[src/rtl/burst_read_arbiter_if.sv]
// Requester-side and pipeline-side signals of the burst read arbiter.
// The arbiter takes the slave view; the surrounding environment takes the master view.
interface burst_read_arbiter_if #(
  parameter int NUM_REQ    = 4,
  parameter int DATA_WIDTH = 32,
  parameter int ADDR_WIDTH = 32
);
  logic [NUM_REQ*ADDR_WIDTH-1:0] r_addr;
  logic [NUM_REQ*8-1:0]          r_length;
  logic [NUM_REQ-1:0]            r_valid;
  logic [NUM_REQ-1:0]            r_ready;
  logic [DATA_WIDTH-1:0]         r_data;
  logic [NUM_REQ-1:0]            r_dvalid;
  logic                          r_dlast;
  logic [NUM_REQ-1:0]            r_dready;
  logic [ADDR_WIDTH-1:0]         m_addr;
  logic [7:0]                    m_length;
  logic                          m_valid;
  logic                          m_ready;
  logic [DATA_WIDTH-1:0]         s_data;
  logic                          s_valid;
  logic                          s_last;
  logic                          s_ready;

  modport slave (
    input  r_addr, r_length, r_valid, r_dready, m_ready, s_data, s_valid, s_last,
    output r_ready, r_data, r_dvalid, r_dlast, m_addr, m_length, m_valid, s_ready
  );

  modport master (
    output r_addr, r_length, r_valid, r_dready, m_ready, s_data, s_valid, s_last,
    input  r_ready, r_data, r_dvalid, r_dlast, m_addr, m_length, m_valid, s_ready
  );
endinterface

[src/rtl/burst_read_arbiter.sv]
// Round-robin arbiter sharing one burst read pipeline between NUM_REQ requesters;
// an in-order ID FIFO steers each returning burst back to the requester that issued it.
module burst_read_arbiter #(
  parameter int NUM_REQ     = 4,
  parameter int DATA_WIDTH  = 32,
  parameter int ADDR_WIDTH  = 32,
  parameter int ORDER_DEPTH = 4
) (
  input  logic                clk,
  input  logic                rst_n,
  burst_read_arbiter_if.slave bus,
  output logic                busy,
  output logic                orphan_err
);
  localparam int ID_W  = $clog2(NUM_REQ);
  localparam int PTR_W = $clog2(ORDER_DEPTH);
  localparam int CNT_W = PTR_W + 1;

  typedef enum logic [0:0] {ST_ARB = 1'b0, ST_GRANT = 1'b1} state_t;

  state_t               state_r, state_nxt_s;
  logic [ID_W-1:0]      g_id_r, g_id_nxt_s, rr_ptr_r, rr_ptr_nxt_s;
  logic [ID_W-1:0]      pick_s, off_s;
  logic                 pick_vld_s;
  logic [2*NUM_REQ-1:0] dbl_s;
  logic [NUM_REQ-1:0]   rot_s;
  logic [ID_W:0]        sum_s;
  logic                 accept_s, push_s, pop_s, empty_s;
  logic [ID_W-1:0]      head_s;
  logic [ID_W-1:0]      fifo_mem_r [ORDER_DEPTH];
  logic [PTR_W-1:0]     wr_ptr_r, rd_ptr_r;
  logic [CNT_W-1:0]     cnt_r;

  // Rotating the doubled request vector by rr_ptr turns the wrapped search into a lowest-set-bit search.
  assign dbl_s = {bus.r_valid, bus.r_valid};
  assign rot_s = dbl_s[rr_ptr_r +: NUM_REQ];

  // Round-robin winner selection.
  always_comb begin
    off_s      = '0;
    pick_vld_s = 1'b0;
    for (int k = NUM_REQ - 1; k >= 0; k--) begin
      off_s      = rot_s[k] ? ID_W'(k) : off_s;
      pick_vld_s = pick_vld_s | rot_s[k];
    end
    sum_s  = {1'b0, rr_ptr_r} + {1'b0, off_s};
    pick_s = (sum_s >= (ID_W+1)'(NUM_REQ)) ? ID_W'(sum_s - (ID_W+1)'(NUM_REQ)) : sum_s[ID_W-1:0];
  end

  // Command FSM state, locked grant and round-robin pointer.
  always_ff @(posedge clk or negedge rst_n) begin
    if (!rst_n) begin
      state_r  <= ST_ARB;
      g_id_r   <= '0;
      rr_ptr_r <= '0;
    end else begin
      state_r  <= state_nxt_s;
      g_id_r   <= g_id_nxt_s;
      rr_ptr_r <= rr_ptr_nxt_s;
    end
  end

  // Next-state logic; a grant is held until the pipeline accepts it.
  always_comb begin
    state_nxt_s  = state_r;
    g_id_nxt_s   = g_id_r;
    rr_ptr_nxt_s = rr_ptr_r;
    accept_s     = 1'b0;
    case (state_r)
      ST_ARB: begin
        if (pick_vld_s && (cnt_r < CNT_W'(ORDER_DEPTH))) begin
          state_nxt_s = ST_GRANT;
          g_id_nxt_s  = pick_s;
        end else begin
          state_nxt_s = ST_ARB;
        end
      end
      ST_GRANT: begin
        if (bus.m_ready) begin
          accept_s     = 1'b1;
          state_nxt_s  = ST_ARB;
          rr_ptr_nxt_s = (g_id_r == ID_W'(NUM_REQ - 1)) ? '0 : g_id_r + ID_W'(1);
        end else begin
          state_nxt_s = ST_GRANT;
        end
      end
      default: state_nxt_s = ST_ARB;
    endcase
  end

  // Forward the granted requester's command upstream.
  always_comb begin
    bus.m_valid  = 1'b0;
    bus.m_addr   = '0;
    bus.m_length = '0;
    bus.r_ready  = '0;
    if (state_r == ST_GRANT) begin
      bus.m_valid         = 1'b1;
      bus.m_addr          = bus.r_addr[int'(g_id_r)*ADDR_WIDTH +: ADDR_WIDTH];
      bus.m_length        = bus.r_length[int'(g_id_r)*8 +: 8];
      bus.r_ready[g_id_r] = bus.m_ready;
    end else begin
      bus.m_valid = 1'b0;
    end
  end

  assign empty_s = (cnt_r == '0);
  assign head_s  = fifo_mem_r[rd_ptr_r];

  // Response steering; an empty FIFO keeps s_ready high so an idle pipeline can take commands.
  always_comb begin
    bus.r_data   = bus.s_data;
    bus.r_dlast  = bus.s_last;
    bus.r_dvalid = '0;
    bus.s_ready  = 1'b1;
    if (!empty_s) begin
      bus.r_dvalid[head_s] = bus.s_valid;
      bus.s_ready          = bus.r_dready[head_s];
    end else begin
      bus.s_ready = 1'b1;
    end
  end

  assign push_s = accept_s;
  assign pop_s  = bus.s_valid && bus.s_ready && bus.s_last && !empty_s;
  assign busy   = (state_r == ST_GRANT) || !empty_s;

  // In-order owner FIFO.
  always_ff @(posedge clk or negedge rst_n) begin
    if (!rst_n) begin
      wr_ptr_r <= '0;
      rd_ptr_r <= '0;
      cnt_r    <= '0;
      for (int i = 0; i < ORDER_DEPTH; i++) fifo_mem_r[i] <= '0;
    end else begin
      if (push_s) begin
        fifo_mem_r[wr_ptr_r] <= g_id_r;
        wr_ptr_r             <= wr_ptr_r + PTR_W'(1);
      end
      if (pop_s) begin
        rd_ptr_r <= rd_ptr_r + PTR_W'(1);
      end
      case ({push_s, pop_s})
        2'b10:   cnt_r <= cnt_r + CNT_W'(1);
        2'b01:   cnt_r <= cnt_r - CNT_W'(1);
        default: cnt_r <= cnt_r;
      endcase
    end
  end

  // Sticky flag for a beat with no recorded owner.
  always_ff @(posedge clk or negedge rst_n) begin
    if (!rst_n) begin
      orphan_err <= 1'b0;
    end else if (bus.s_valid && empty_s) begin
      orphan_err <= 1'b1;
    end else begin
      orphan_err <= orphan_err;
    end
  end
endmodule

[src/flat_wrapper.sv]
// flat-port wrapper written by rule: the top's interface ports become plain ports
module burst_read_arbiter_flat 
#(
  parameter int NUM_REQ     = 4,
  parameter int DATA_WIDTH  = 32,
  parameter int ADDR_WIDTH  = 32,
  parameter int ORDER_DEPTH = 4
)
  (clk, rst_n, busy, orphan_err, bus_r_addr, bus_r_length, bus_r_valid, bus_r_dready, bus_m_ready, bus_s_data, bus_s_valid, bus_s_last, bus_r_ready, bus_r_data, bus_r_dvalid, bus_r_dlast, bus_m_addr, bus_m_length, bus_m_valid, bus_s_ready);
  burst_read_arbiter_if #(.NUM_REQ(NUM_REQ), .DATA_WIDTH(DATA_WIDTH), .ADDR_WIDTH(ADDR_WIDTH)) bus_i ();
  input  logic clk;
  input  logic rst_n;
  output logic busy;
  output logic orphan_err;
  input wire logic [$bits(bus_i.r_addr)-1:0] bus_r_addr;
  input wire logic [$bits(bus_i.r_length)-1:0] bus_r_length;
  input wire logic [$bits(bus_i.r_valid)-1:0] bus_r_valid;
  input wire logic [$bits(bus_i.r_dready)-1:0] bus_r_dready;
  input wire logic [$bits(bus_i.m_ready)-1:0] bus_m_ready;
  input wire logic [$bits(bus_i.s_data)-1:0] bus_s_data;
  input wire logic [$bits(bus_i.s_valid)-1:0] bus_s_valid;
  input wire logic [$bits(bus_i.s_last)-1:0] bus_s_last;
  output wire logic [$bits(bus_i.r_ready)-1:0] bus_r_ready;
  output wire logic [$bits(bus_i.r_data)-1:0] bus_r_data;
  output wire logic [$bits(bus_i.r_dvalid)-1:0] bus_r_dvalid;
  output wire logic [$bits(bus_i.r_dlast)-1:0] bus_r_dlast;
  output wire logic [$bits(bus_i.m_addr)-1:0] bus_m_addr;
  output wire logic [$bits(bus_i.m_length)-1:0] bus_m_length;
  output wire logic [$bits(bus_i.m_valid)-1:0] bus_m_valid;
  output wire logic [$bits(bus_i.s_ready)-1:0] bus_s_ready;
  assign bus_i.r_addr = bus_r_addr;
  assign bus_i.r_length = bus_r_length;
  assign bus_i.r_valid = bus_r_valid;
  assign bus_i.r_dready = bus_r_dready;
  assign bus_i.m_ready = bus_m_ready;
  assign bus_i.s_data = bus_s_data;
  assign bus_i.s_valid = bus_s_valid;
  assign bus_i.s_last = bus_s_last;
  assign bus_r_ready = bus_i.r_ready;
  assign bus_r_data = bus_i.r_data;
  assign bus_r_dvalid = bus_i.r_dvalid;
  assign bus_r_dlast = bus_i.r_dlast;
  assign bus_m_addr = bus_i.m_addr;
  assign bus_m_length = bus_i.m_length;
  assign bus_m_valid = bus_i.m_valid;
  assign bus_s_ready = bus_i.s_ready;
  burst_read_arbiter #(.NUM_REQ(NUM_REQ), .DATA_WIDTH(DATA_WIDTH), .ADDR_WIDTH(ADDR_WIDTH), .ORDER_DEPTH(ORDER_DEPTH)) u_core (.clk(clk), .rst_n(rst_n), .bus(bus_i), .busy(busy), .orphan_err(orphan_err));
endmodule
[config.mk]
export PLATFORM = sky130hd
export DESIGN_NAME = burst_read_arbiter_flat
export DESIGN_NICKNAME = d
export VERILOG_FILES = /design/src/rtl/burst_read_arbiter_if.sv /design/src/rtl/burst_read_arbiter.sv /design/src/flat_wrapper.sv
export SDC_FILE = /design/constraint.sdc
export NUM_CORES = 1
export LEC_CHECK = 0
export ABC_CLOCK_PERIOD_IN_PS = 3500
export CORE_AREA = 2 2 113 115
export DETAILED_ROUTE_END_ITERATION = 8
export DIE_AREA = 0 0 115 117
export PLACE_DENSITY = 0.65
export SKIP_CTS_REPAIR_TIMING = 1
export SLEW_MARGIN = 25
export SYNTH_ARGS = -nofsm -noshare
export SYNTH_HDL_FRONTEND = slang
export SYNTH_SLANG_ARGS = --single-unit
[constraint.sdc]
create_clock -name clk -period 3.5 [get_ports clk]
set_input_delay 0.7 -clock clk [delete_from_list [all_inputs] [get_ports clk]]
set_output_delay 0.7 -clock clk [all_outputs]
set_load 0.01 [all_outputs]
==> impl_metrics.toml <==
[run_status]
status = "finished, final reports clean"

[clock_network]
clock_sinks = 21
clock_latency_ns = 0.25
htree_levels = 1
clk_pin_slew_ns = 0.06
numCtsBuffers = 3
cts_root_buf = "clkbuf_16"
tritoncts = "done"
cts_buffer_depth = 2

[critical_path]
crit_path_end_kind = "output port"
worstPathRequired_ns = 2.80
slowest_delay_ns = 0.60
r2r_setup_slack_ns = 0.49
worst_ep_arrival_time_ns = 2.59
cp_cell_sequence = "mux2_2 > and3_1 > o21ai_1 > and2_1 > nand3_1 > clkdlybuf4s50_1"
r2r_start = "u_core.rd_ptr_r[1]"
reg2regPathDepth = 11
crit_type = "reg -> out"
cp-start-kind = "flip-flop"
slowest_stage = "dfrtp_1"
reg2reg_to = "u_core.cnt_r[2]"
cp_max_fo = 12

[detailed_routing]
viasPerCell = 4.80
first_pass_iters = 4
drt_iter0_drc = 113
wire_per_inst_um = 18.5
num_vias = 2939
wl_um = 11300
drc = 0
ant_nets = 0

[synth]
synth_cell_types = 40
yosysSeqAreaShare_pct = 18.3
synth_fp_nets = 494
netlist_area_um2 = 2870
ys_warn_count = 0
netlist_instances = 278
synth_flop_cell = "dfrtp_1"
ys_ff_latch = 21
synth-async-reset-ratio_pct = 100
avgSynthCellArea_um2 = 10.3
synth_edf_count = 0

[placed_design]
gp_congestion = 0.826
place_hpwl_um = 9340
placed_cell_area_um2 = 5040
dp_slack_ns = 0.510
port_buffers = 225

[floorplan]
initial_core_util_pct = 23.3
num_rows = 41
ios = 290
core_um2 = 12300
die_area_um2 = 13500
die_h_um = 117
die_x_um = 115

[cells_and_area]
stdcell_area_um2 = 5120
layout-drive-gt1-share_pct = 13.0
area_growth_pct = 78.7
mostFrequentLayoutCells = "clkdlybuf4s50_1 (224), and2_1 (42), mux4_2 (41)"
nNetsFinal = 678
fill_cells = 1199
fin_util_pct = 41.6
final_common_cell = "clkdlybuf4s50_1"

[pwr]
netSwitchingPower_mw = 1.29
p_leak_nw = 1.94
intPower_mw = 2.00
combinationalPowerShare_pct = 76.1
peakVddDrop_mv = 0.279
clkPwrFrac_pct = 7.2
power_density_nw_per_um2 = 644
switching_share_pct = 39.2
pwr-share-seq_pct = 16.7
power.total_mw = 3.30

[job]
drv_cap = 0

[sta]
tightest_slew_ns = 0.723
rsz0062_at_grt = "no"
fmax_ghz = 0.304
fin_crit_sh_pct = 94.1
relSlewSlack_pct = 51.0
drv_slew = 0
setup_ws_ns = 0.207
min_period_ns = 3.29
finalHoldViolCount = 0
setup_viol = 0
tns_ns = 0
worst_clock_skew_ns = 0.00410

[worst_hold_path]
hold_class = "in -> async"

[global_routing]
grtUsageTotal_pct = 15.8
grt_pass1_wl_um = 16400
overflow = 0
grt_max_degree = 25
grt_antenna_before_repair = 1
grt_pass1_vias = 3059
[cell families (layout without fill, tap and decap cells)]
group / Yosys count / count (layout) / share of synthesized area (%)
buffers and inverters: 63 / 246 / 13.3
AND/OR/NAND/NOR: 91 / 91 / 17.5
flip-flops: 21 / 21 / 18.3
adder cells (fa/ha/maj): 11 / 11 / 5.07
XOR/XNOR: 6 / 6 / 1.83
multiplexers: 52 / 52 / 36.7
other: 0 / 1 / 0
AO/OA/AOI/OAI: 34 / 34 / 7.29
[state kept, by name (all words and copies together) (netlist names)]
register	flops
u_core.fifo_mem_r	8
u_core.cnt_r	3
u_core.g_id_r	2
u_core.rd_ptr_r	2
u_core.rr_ptr_r	2
u_core.wr_ptr_r	2
u_core.orphan_err	1
u_core.state_r	1
[layer usage]
| layer | up-vias | wire (um) | global-route usage (%) |
|---|---|---|---|
| met2 | 154 | 5760 | 26.7 |
| met5 | - | 0 | 0 |
| met4 | 0 | 92 | 3.78 |
| li1 | 1356 | - | - |
| met1 | 1415 | 4390 | 19.6 |
| met3 | 14 | 1060 | 5.41 |
[through the flow]
stage	cells	hold slack, ns
5_1_grt	612	0.435
3_5_place_dp	607	0.465
6_report	612	0.400
3_3_place_gp	607	0.461
4_1_cts	611	0.482
2_1_floorplan	278	0.404
[synthesized netlist by cell type (5+ instances only)]
cell type / count / area, um2
nand2_1: 16 / 60.1
dfrtp_1: 21 / 526
ha_1: 10 / 125
mux4_2: 41 / 923
mux2i_1: 6 / 60.1
a21oi_1: 5 / 25.0
nand3_1: 6 / 30.0
and3_1: 6 / 37.5
inv_1: 11 / 41.3
o21ai_0: 15 / 75.1
buf_4: 33 / 248
clkbuf_1: 13 / 48.8
and2_1: 42 / 263
nor2_1: 7 / 26.3
[worst max path at each step]
stage                        from         endpoint  slack (ns)
2_1_floorplan  u_core.rd_ptr_r[0]  u_core.cnt_r[2]        0.92
3_3_place_gp     bus_r_length[31]  bus_m_length[7]        0.48
3_5_place_dp   u_core.rd_ptr_r[1]      bus_s_ready        0.51
4_1_cts        u_core.rd_ptr_r[1]      bus_s_ready        0.22
5_1_grt        u_core.rd_ptr_r[1]      bus_s_ready        0.04
6_report       u_core.rd_ptr_r[1]      bus_s_ready        0.21
[power by group through the flow]
stage	registers (mW)	clock network (mW)	logic, mW
after floorplan	0.439	0	1.58
after global placement	0.541	0	2.50
after detailed placement	0.551	0	2.52
after CTS	0.548	0.245	2.54
after global routing	0.579	0.259	2.73
final	0.551	0.239	2.51
[critical path: cells and delay by family (launching register included)]
kind                   cells  cell delay (ns)
AO/OA/AOI/OAI              1             0.31
AND/OR/NAND/NOR            3             0.53
multiplexers               1             0.41
flip-flops                 1             0.60
buffers and inverters      1             0.48
[layout make-up]
cell class / count / area [um2] / share of cell area, %
antenna: 1 / 2.50 / 0.0489
clock buffer: 3 / 75.1 / 1.47
clock inverter: 1 / 5.00 / 0.0978
inverter: 11 / 41.3 / 0.806
multi-input combinational: 194 / 1960 / 38.3
sequential: 21 / 528 / 10.3
tap: 150 / 188 / 3.67
timing repair buffer: 231 / 2320 / 45.3
No activity file was read; power rests on OpenSTA's default activity.
